$ cat src/rtl/line_dec_pkg.sv
// Shared types and helpers for the line bit recovery front end.
//   state_e     : decoder state (IDLE / HUNT / TRACK)
//   MODE_NRZ/RZ : values of the rz_mode input
//   sample_ph_* : sampling phases within one bit period of OSR clocks
package line_dec_pkg;

  typedef enum logic [1:0] {
    IDLE  = 2'd0,
    HUNT  = 2'd1,
    TRACK = 2'd2
  } state_e;

  localparam logic MODE_NRZ = 1'b0;
  localparam logic MODE_RZ  = 1'b1;

  // RZ first-half sample point
  function automatic int unsigned sample_ph_quarter(input int unsigned osr);
    return osr / 4;
  endfunction

  // NRZ mid-bit sample point
  function automatic int unsigned sample_ph_half(input int unsigned osr);
    return osr / 2;
  endfunction

  // RZ second-half sample point
  function automatic int unsigned sample_ph_3q(input int unsigned osr);
    return (3 * osr) / 4;
  endfunction

endpackage

$ cat src/rtl/sync_2ff.sv
// 1-bit two-flop synchronizer for an asynchronous input.
//   clk, rst_n : clock, asynchronous active-low reset
//   d          : asynchronous input
//   q          : synchronized output (two clocks of latency)
module sync_2ff (
  input  logic clk,
  input  logic rst_n,
  input  logic d,
  output logic q
);

  logic meta_q;
  logic sync_q;

  always_ff @(posedge clk or negedge rst_n) begin
    if (!rst_n) begin
      meta_q <= 1'b0;
      sync_q <= 1'b0;
    end else begin
      meta_q <= d;
      sync_q <= meta_q;
    end
  end

  assign q = sync_q;

endmodule

$ cat src/rtl/line_bit_recovery.sv
// Oversampling bit-clock recovery and NRZ/RZ decoder for an asynchronous
// serial line. Emits one decoded bit per bit period while locked.
//   clk, rst_n  : clock, asynchronous active-low reset
//   line_in     : asynchronous serial line
//   rz_mode     : 0 = NRZ, 1 = RZ (change only while enable is 0)
//   enable      : 0 forces IDLE
//   d_out       : last decoded bit, held between strobes
//   d_valid     : one-cycle strobe, new bit on d_out
//   framing_err : one-cycle strobe, RZ line high in the second half of a bit
//   locked      : high while tracking bit timing
module line_bit_recovery
  import line_dec_pkg::*;
#(
  parameter int unsigned OSR     = 8,
  parameter int unsigned MAX_RUN = 15
) (
  input  logic clk,
  input  logic rst_n,
  input  logic line_in,
  input  logic rz_mode,
  input  logic enable,
  output logic d_out,
  output logic d_valid,
  output logic framing_err,
  output logic locked
);

  localparam int unsigned PH_W  = $clog2(OSR);
  localparam int unsigned RUN_W = $clog2(MAX_RUN + 1);

  localparam logic [PH_W-1:0]  PH_Q1   = PH_W'(sample_ph_quarter(OSR));
  localparam logic [PH_W-1:0]  PH_HALF = PH_W'(sample_ph_half(OSR));
  localparam logic [PH_W-1:0]  PH_Q3   = PH_W'(sample_ph_3q(OSR));
  localparam logic [PH_W-1:0]  PH_LAST = PH_W'(OSR - 1);
  localparam logic [RUN_W-1:0] RUN_MAX = RUN_W'(MAX_RUN);

  state_e             state_q, state_d;
  logic [PH_W-1:0]    phase_q, phase_d;
  logic [RUN_W-1:0]   run_q, run_d;
  logic               h1_q, h1_d;
  logic               s3_q;
  logic               d_out_q, d_out_d;
  logic               d_valid_q, d_valid_d;
  logic               framing_err_q, framing_err_d;
  logic               locked_q, locked_d;

  logic               s2;
  logic               line_edge_c;
  logic               wrap_c;
  logic               run_expire_c;
  logic [RUN_W-1:0]   run_inc_c;

  sync_2ff u_sync_line (
    .clk   (clk),
    .rst_n (rst_n),
    .d     (line_in),
    .q     (s2)
  );

  // RZ only trusts rising edges; falling edges sit mid-bit by design
  assign line_edge_c  = (rz_mode == MODE_RZ) ? (s2 & ~s3_q) : (s2 ^ s3_q);
  assign wrap_c       = (phase_q == PH_LAST);
  assign run_inc_c    = run_q + RUN_W'(1);
  assign run_expire_c = wrap_c && !line_edge_c && (run_inc_c == RUN_MAX);

  // State register
  always_ff @(posedge clk or negedge rst_n) begin
    if (!rst_n) state_q <= IDLE;
    else        state_q <= state_d;
  end

  // Next-state logic
  always_comb begin
    state_d = state_q;
    case (state_q)
      IDLE:    if (enable) state_d = HUNT;
      HUNT:    if (line_edge_c) state_d = TRACK;
      TRACK:   if (run_expire_c) state_d = HUNT;
      default: state_d = IDLE;
    endcase
    if (!enable) state_d = IDLE;
  end

  // Phase/run counters, sampling and registered outputs
  always_comb begin
    phase_d       = phase_q;
    run_d         = run_q;
    h1_d          = h1_q;
    d_out_d       = d_out_q;
    d_valid_d     = 1'b0;
    framing_err_d = 1'b0;
    locked_d      = locked_q;
    case (state_q)
      IDLE: begin
        phase_d  = '0;
        run_d    = '0;
        h1_d     = 1'b0;
        locked_d = 1'b0;
      end
      HUNT: begin
        phase_d  = '0;
        run_d    = '0;
        h1_d     = 1'b0;
        locked_d = 1'b0;
        // The edge cycle itself is phase 0
        if (line_edge_c) begin
          phase_d  = PH_W'(1);
          locked_d = 1'b1;
        end
      end
      TRACK: begin
        phase_d = wrap_c ? '0 : phase_q + PH_W'(1);
        if (wrap_c && !line_edge_c) begin
          if (run_expire_c) begin
            run_d    = '0;
            phase_d  = '0;
            locked_d = 1'b0;
          end else begin
            run_d = run_inc_c;
          end
        end
        // Sampling uses the current s2 even when an edge arrives this cycle
        if (rz_mode == MODE_NRZ) begin
          if (phase_q == PH_HALF) begin
            d_out_d   = s2;
            d_valid_d = 1'b1;
          end
        end else begin
          if (phase_q == PH_Q1) h1_d = s2;
          if (phase_q == PH_Q3) begin
            d_out_d       = h1_q & ~s2;
            framing_err_d = s2;
            d_valid_d     = 1'b1;
          end
        end
        // Hard resync on every edge
        if (line_edge_c) begin
          phase_d = PH_W'(1);
          run_d   = '0;
        end
      end
      default: begin
        phase_d  = '0;
        run_d    = '0;
        locked_d = 1'b0;
      end
    endcase
    // Disable wins over everything except the held d_out
    if (!enable) begin
      phase_d       = '0;
      run_d         = '0;
      h1_d          = 1'b0;
      d_valid_d     = 1'b0;
      framing_err_d = 1'b0;
      locked_d      = 1'b0;
    end
  end

  always_ff @(posedge clk or negedge rst_n) begin
    if (!rst_n) begin
      s3_q          <= 1'b0;
      phase_q       <= '0;
      run_q         <= '0;
      h1_q          <= 1'b0;
      d_out_q       <= 1'b0;
      d_valid_q     <= 1'b0;
      framing_err_q <= 1'b0;
      locked_q      <= 1'b0;
    end else begin
      s3_q          <= s2;
      phase_q       <= phase_d;
      run_q         <= run_d;
      h1_q          <= h1_d;
      d_out_q       <= d_out_d;
      d_valid_q     <= d_valid_d;
      framing_err_q <= framing_err_d;
      locked_q      <= locked_d;
    end
  end

  assign d_out       = d_out_q;
  assign d_valid     = d_valid_q;
  assign framing_err = framing_err_q;
  assign locked      = locked_q;

endmodule

$ cat config.mk
export PLATFORM = sky130hd
export DESIGN_NAME = line_bit_recovery
export DESIGN_NICKNAME = d
export VERILOG_FILES = /design/src/rtl/line_dec_pkg.sv /design/src/rtl/sync_2ff.sv /design/src/rtl/line_bit_recovery.sv
export SDC_FILE = /design/constraint.sdc
export NUM_CORES = 1
export LEC_CHECK = 0
export CAP_MARGIN = 0
export CORE_MARGIN = 3
export CORE_UTILIZATION = 40
export CTS_BUF_LIST = sky130_fd_sc_hd__clkbuf_16
export CTS_CLUSTER_DIAMETER = 150
export DETAILED_ROUTE_END_ITERATION = 12
export HOLD_SLACK_MARGIN = 0.02
export SLEW_MARGIN = 20
export SYNTH_ARGS = -nofsm -noshare
export SYNTH_HDL_FRONTEND = slang
export SYNTH_SLANG_ARGS = --single-unit
$ cat constraint.sdc
create_clock -name clk -period 2.3 [get_ports clk]
set_clock_uncertainty 0.2 [all_clocks]
set_input_delay 0.46 -clock clk [delete_from_list [all_inputs] [get_ports clk]]
set_output_delay 0.46 -clock clk [all_outputs]
set_load 0.05 [all_outputs]
# Word level (Yosys, flattened, before mapping)
# Cells that the tools add are included.
dict set report word_totals {
  register_bits 17
  input_bits 5
  out_inout_bits 4
  word_cells 81
}
dict set report op_classes {
  add_sub_neg 2
  eq_ne 15
  n_mux 38
  bitwise 5
  n_reduce_logical 10
}
# cell n
set ops {}
lappend ops {{1-bit two-way mux} 21}
lappend ops {{4-bit two-way mux} 5}
lappend ops {{3-bit two-way mux} 5}
lappend ops {{3-bit inequality test (second input constant)} 5}
lappend ops {{3-bit == test (second input constant)} 3}
lappend ops {{2-bit two-way mux} 3}
lappend ops {{2-bit one-hot mux with 3 select lines} 1}
lappend ops {{3-bit one-hot mux with 2 select lines} 1}
lappend ops {{3-bit AND reduction} 2}
lappend ops {{4-bit by 1-bit adder with 4-bit output (second input constant)} 1}
lappend ops {{4-bit == test (second input constant)} 1}
lappend ops {{4-bit inequality test (second input constant)} 1}
lappend ops {{1-bit one-hot mux with 2 select lines} 2}
lappend ops {{2-bit AND reduction} 2}
lappend ops {{3-bit by 1-bit adder with 3-bit output (second input constant)} 1}
lappend ops {{3-bit by 2-bit == test with 1-bit output (second input constant)} 1}
lappend ops {{3-bit by 2-bit inequality test with 1-bit output (second input constant)} 1}
lappend ops {{1-bit bitwise AND} 2}
lappend ops {{2-bit by 1-bit == test with 1-bit output (second input constant)} 1}
lappend ops {{2-bit == test (second input constant)} 1}
lappend ops {{1-bit logical AND} 2}
lappend ops {{2-bit zero test} 1}
lappend ops {{2-bit by 1-bit inequality test with 1-bit output (second input constant)} 1}
lappend ops {{1-bit inverter} 2}
lappend ops {{other kinds (4)} 4}

# Longest topological paths before layout
# Gate-level depths: netlist of the first run.
dict set report depth {
  word_depth 11
  depth_mapped 7
}

# Hierarchy
# Synthesis of the first run repeated with hierarchy kept, for this count alone.
dict set report hier_totals {
  cells_unflattened 96
  hier_area_um2 954.7
}
# mod n_inst cells_per_inst area_each_um2 seq_area_each_um2
set modules_own_cells {}
lappend modules_own_cells {line_bit_recovery 1 94 904.6 375.4}
lappend modules_own_cells {sync_2ff 1 2 50.0 50.0}

# Least setup slack after synthesis of the first run
# Ideal clock, no wire load.
dict set report synth_timing {
  kind {reg-to-reg}
  startpoint {register u_sync_line.sync_q, in the netlist u_sync_line.q}
  endpoint {register run_q[2]}
  arrival_time_ns 1.536
  t_required_ns 2.017
  setup_slack_ns 0.482
  stages_incl_launch_ff 7
  synth_period_minus_slack_ns 1.818
  cell_sequence {dfrtp_1 -> ha_1 -> or2_2 -> nand4_2 -> nand2b_1 -> nand4b_1 -> a31oi_1}
}
dict set report synth_between {
  elab_chain_cells 10
}
# element line
set synth_lines {}
lappend synth_lines {{start: declaration} sync_2ff.sv:13} ;# logic sync_q;
lappend synth_lines {{start signal: assignment} sync_2ff.sv:21} ;# sync_q <= meta_q;
lappend synth_lines {{1-bit XOR / 1-bit bitwise AND (equally long branches)} line_bit_recovery.sv:61} ;# assign line_edge_c = (rz_mode == MODE_RZ) ? (s2 & ~s3_q) : (s2 ^ s3_q);
lappend synth_lines {{1-bit two-way mux *} line_bit_recovery.sv:61}
lappend synth_lines {{1-bit zero test} {line_bit_recovery.sv:64, line_bit_recovery.sv:113}}
lappend synth_lines {{1-bit logical AND} {line_bit_recovery.sv:64, line_bit_recovery.sv:113}}
lappend synth_lines {{1-bit logical AND} line_bit_recovery.sv:64} ;# assign run_expire_c = wrap_c && !line_edge_c && (run_inc_c == RUN_MAX);
lappend synth_lines {{4-bit two-way mux} line_bit_recovery.sv:114} ;# if (run_expire_c) begin
lappend synth_lines {{4-bit two-way mux} line_bit_recovery.sv:113} ;# if (wrap_c && !line_edge_c) begin
lappend synth_lines {{4-bit two-way mux} line_bit_recovery.sv:137} ;# if (line_edge_c) begin
lappend synth_lines {{4-bit two-way mux} line_bit_recovery.sv:93} ;# case (state_q)
lappend synth_lines {{4-bit two-way mux} line_bit_recovery.sv:149} ;# if (!enable) begin
lappend synth_lines {{end signal: assignment} line_bit_recovery.sv:172} ;# run_q <= run_d;
lappend synth_lines {{end: declaration} line_bit_recovery.sv:39} ;# logic [RUN_W-1:0] run_q, run_d;
# Every way passes the cells marked *; elsewhere a longest branch is shown, timed or not. The select of a mux whose other input is x is not followed.
# A chain may end at the register's enable or synchronous reset.

# Final worst setup path of the first run
dict set report layout_timing {
  startpoint {register locked_q, in the netlist locked}
  endpoint {output port locked}
}
# element line
set layout_rtl {}
lappend layout_rtl {{start: declaration} line_bit_recovery.sv:45} ;# logic locked_q, locked_d;
lappend layout_rtl {{start signal: assignment} line_bit_recovery.sv:177} ;# locked_q <= locked_d;
lappend layout_rtl {{end: declaration} line_bit_recovery.sv:25} ;# output logic locked
# No word-level cell between the ends.

==> impl_metrics.prom, run 1 <==
# TYPE chip_impl_metric gauge
chip_impl_info{name="outcome",value="finished clean"} 1
chip_impl_metric{name="worst_path_clk_slew",unit="ps"} 50
chip_impl_metric{name="crit_buf_inv",unit=""} 1
chip_impl_metric{name="clock.fmax",unit="MHz"} 490
chip_impl_info{name="critPathKind",value="reg2out"} 1
chip_impl_metric{name="critical_path_arrival",unit="ps"} 1380
chip_impl_metric{name="fp.dieW",unit="um"} 55.3
chip_impl_metric{name="ys_ff_latch",unit=""} 17
chip_impl_metric{name="synth_async_sr_flop_share",unit="%"} 100
chip_impl_metric{name="largest_stage_delay_worst_path",unit="ps"} 800
chip_impl_info{name="synth.top_cells.by_area",value="sky130_fd_sc_hd__dfrtp_1 44%, sky130_fd_sc_hd__ha_1 14%, sky130_fd_sc_hd__nand2_1 4.2%"} 1
chip_impl_metric{name="cellPowerDensity",unit="nW/um^2"} 775
chip_impl_metric{name="multi_input_comb_area",unit="sq um"} 500
chip_impl_info{name="hold_path.class",value="reg2reg"} 1
chip_impl_info{name="layout_top_registers",value="run_q (4), phase_q (3), state_q (2)"} 1
chip_impl_metric{name="maxSlewHeadroom",unit="%"} 67.2
chip_impl_info{name="regMostFlops",value="run_q"} 1
chip_impl_metric{name="clk_path_buf_depth",unit=""} 2
chip_impl_metric{name="num-nets-final",unit=""} 125
chip_impl_metric{name="finalSetupViolations",unit=""} 0
chip_impl_metric{name="grt_pass1_vias",unit=""} 658
chip_impl_metric{name="wire_per_inst",unit="um"} 12.8
chip_impl_metric{name="setup_bufs_post_cts",unit=""} 0
chip_impl_metric{name="h-tree-depth",unit=""} 1
chip_impl_metric{name="diodes",unit=""} 0
chip_impl_metric{name="synth_sequential_area_ratio",unit="%"} 43.8
chip_impl_metric{name="worst-endpoint-required",unit="ps"} 1640
chip_impl_metric{name="post_route_cells_drive_above_1_share",unit="%"} 9.26
chip_impl_metric{name="final-hold-violation-count",unit=""} 0
chip_impl_metric{name="synthesis.yosys.warnings",unit=""} 0
chip_impl_metric{name="area.sequential",unit="sq um"} 425
chip_impl_metric{name="post_drt_via_cell_ratio",unit=""} 5.17
chip_impl_metric{name="largest_register_ffs",unit=""} 4
chip_impl_metric{name="detailroute.via_count",unit=""} 703
chip_impl_info{name="root_buffer",value="sky130_fd_sc_hd__clkbuf_16"} 1
chip_impl_metric{name="numPortBuffers",unit=""} 8
chip_impl_metric{name="synth_area",unit="sq um"} 972
chip_impl_metric{name="finalWirelength",unit="mm"} 1.74
chip_impl_metric{name="fp-row-count",unit=""} 17
chip_impl_metric{name="number_of_buffers_added_by_the_clock_tree_synthesis_step",unit=""} 3
chip_impl_metric{name="fin_crit_sh",unit="%"} 88.7
chip_impl_metric{name="placedInstanceArea",unit="sq um"} 1090
chip_impl_metric{name="cellLeakagePower",unit="nW"} 0.494
chip_impl_info{name="setup.worst_path.start_class",value="flop"} 1
chip_impl_metric{name="postSynthCellCount",unit=""} 97
chip_impl_metric{name="post-dp-hpwl",unit="mm"} 1.37
chip_impl_metric{name="grt_util_all_layers",unit="%"} 12.8
chip_impl_metric{name="design.die.area",unit="sq um"} 3060
chip_impl_info{name="cp-end-kind",value="output pin"} 1
chip_impl_metric{name="pin_count_of_the_biggest_net_entering_global_routing",unit=""} 18
chip_impl_info{name="critical-path-top-delay-family",value="buffers and inverters"} 1
chip_impl_metric{name="die_height",unit="um"} 55.3
chip_impl_metric{name="ys_types",unit=""} 29
chip_impl_metric{name="first_iter_violations",unit=""} 12
chip_impl_info{name="synth_top_cell_by_area",value="sky130_fd_sc_hd__dfrtp_1"} 1
chip_impl_metric{name="antenna_violating_nets_post_route",unit=""} 0
chip_impl_metric{name="period_minus_slack",unit="ps"} 2040
chip_impl_metric{name="grt_pass1_wl",unit="mm"} 3.05
chip_impl_metric{name="fin_setup_tns",unit="ps"} 0
chip_impl_metric{name="core_region_area",unit="sq um"} 2250
chip_impl_metric{name="max_vdd_drop",unit="mV"} 0.591
chip_impl_metric{name="routabilityCongestion",unit=""} 0.750
chip_impl_metric{name="route.detailed.drc",unit=""} 0
chip_impl_metric{name="cap_violations",unit=""} 0
chip_impl_info{name="grt_setup_unrepaired",value="false"} 1
chip_impl_metric{name="area_delta_synth_final",unit="%"} 20.2
chip_impl_metric{name="stdcell_area",unit="sq um"} 1170
chip_impl_info{name="postSynth.topFlopCell",value="sky130_fd_sc_hd__dfrtp_1"} 1
chip_impl_metric{name="post_synthesis_net_count",unit=""} 113
chip_impl_metric{name="detailedRoute.firstPassIterationCount",unit=""} 4
chip_impl_metric{name="cts_repair_resizes",unit=""} 0
chip_impl_metric{name="number_of_antenna_violations_at_the_first_check_in_global_routing",unit=""} 0
chip_impl_metric{name="grt_overflow",unit=""} 0
chip_impl_metric{name="critical_path_peak_fanout",unit=""} 2
chip_impl_metric{name="netlist.area_leader.share",unit="%"} 43.8
chip_impl_info{name="crit_chain",value="clkdlybuf4s50_1"} 1
chip_impl_metric{name="max_slew.worst_pin.slew",unit="ps"} 491
chip_impl_metric{name="initial_utilization",unit="%"} 43.1
chip_impl_metric{name="mapped_avg_cell_area",unit="sq um"} 10.0
chip_impl_metric{name="clk_latency",unit="ps"} 250
chip_impl_metric{name="cts.sink_count",unit=""} 17
chip_impl_info{name="cts_tree",value="built"} 1
chip_impl_metric{name="synth_edf_count",unit=""} 0
chip_impl_metric{name="io_pins",unit=""} 9
chip_impl_info{name="timing.critical_path.slowest_stage_cell",value="sky130_fd_sc_hd__clkdlybuf4s50_1"} 1
chip_impl_metric{name="final.fill_count",unit=""} 211
chip_impl_metric{name="hold_fix_buffers_cts",unit=""} 0
chip_impl_info{name="netlist_top_cells_count",value="17 x sky130_fd_sc_hd__dfrtp_1, 11 x sky130_fd_sc_hd__ha_1, 11 x sky130_fd_sc_hd__nand2_1"} 1
chip_impl_info{name="synthMostInstantiatedCell",value="sky130_fd_sc_hd__dfrtp_1"} 1
chip_impl_metric{name="slew_violations",unit=""} 0
metal layers:
metal  routed length [um]  GRT usage, %  vias up
li1                     -             -      363
met1                  855          17.7      323
met2                  790          17.9       13
met3                   63          3.74        4
met4                   34          6.25        0
met5                    0             0        -
cell type report:
type                            count  share of cell area (%)
Clock buffer                        3                    6.42
Clock inverter                      1                   0.642
Inverter                           10                    3.21
Multi-Input combinational cell     68                    42.8
Sequential cell                    17                    36.4
Tap cell                           28                    3.00
Timing Repair Buffer                9                    7.49
power breakdown:
part | switching, mW | internal, mW
combinational | 0.128 | 0.0788
clock | 0.118 | 0.234
sequential | 0.0220 | 0.324
cell families after synthesis:
family	Yosys count	share of synthesized area [%]
simple gates	36	20.1
compound gates	16	12.2
xor+xnor	3	2.70
mux	2	2.32
flops	17	43.8
buf+inv	12	4.76
fa+ha+maj	11	14.2
final timing paths:
| path | startpoint | endpoint | slack [ps] | cells after the start |
|---|---|---|---|---|
| max in group asynchronous | rst_n | run_q[0]$_DFFE_PN0P_ | 1380 | 2 |
| min in group asynchronous | rst_n | h1_q$_DFFE_PN0P_ | 330 | 2 |
| worst max register to register | u_sync_line.q$_DFF_PN0_ | run_q[2]$_DFFE_PN0P_ | 340 | 6 |
| worst min register to register | u_sync_line.meta_q$_DFF_PN0_ | u_sync_line.q$_DFF_PN0_ | 150 | 0 |
| worst min-delay path | u_sync_line.meta_q$_DFF_PN0_ | u_sync_line.q$_DFF_PN0_ | 150 | 0 |
| worst max-delay path | locked$_DFFE_PN0P_ | locked | 260 | 1 |
layout by cell type (no fill, tap or decap), types with 2 or more instances in the layout:
master,instances
sky130_fd_sc_hd__ha_1,11
sky130_fd_sc_hd__o21ai_0,5
sky130_fd_sc_hd__nand2_1,11
sky130_fd_sc_hd__mux2_2,2
sky130_fd_sc_hd__a21oi_1,4
sky130_fd_sc_hd__inv_1,10
sky130_fd_sc_hd__nand3b_1,2
sky130_fd_sc_hd__clkdlybuf4s50_1,8
sky130_fd_sc_hd__clkbuf_16,3
sky130_fd_sc_hd__xnor2_1,2
sky130_fd_sc_hd__nand4_1,4
sky130_fd_sc_hd__nand3_1,8
sky130_fd_sc_hd__dfrtp_1,17
sky130_fd_sc_hd__nand2b_1,2
sky130_fd_sc_hd__o211ai_1,2
sky130_fd_sc_hd__nor2_1,2
per-stage QoR:
step | utilization [%] | power [mW] | std cells | hold slack (ps) | worst slack [ps]
5_1_grt | 51.8 | 0.974 | 136 | 177 | 153
2_1_floorplan | - | 0.495 | 97 | -35.6 | 482
3_3_place_gp | 48.2 | 0.556 | 132 | 134 | 117
4_1_cts | 51.8 | 0.917 | 136 | 156 | 245
3_5_place_dp | 48.2 | 0.559 | 132 | 143 | 67.2
6_report | 51.8 | 0.905 | 136 | 154 | 261
Note: power is estimated with default switching activity, not from simulation.
==> inputs of run 2 (changes only) <==
CAP_MARGIN = default   (was 0)
==> results of run 2 <==
Final layout, timing and power as in run 1 (identical DEF).
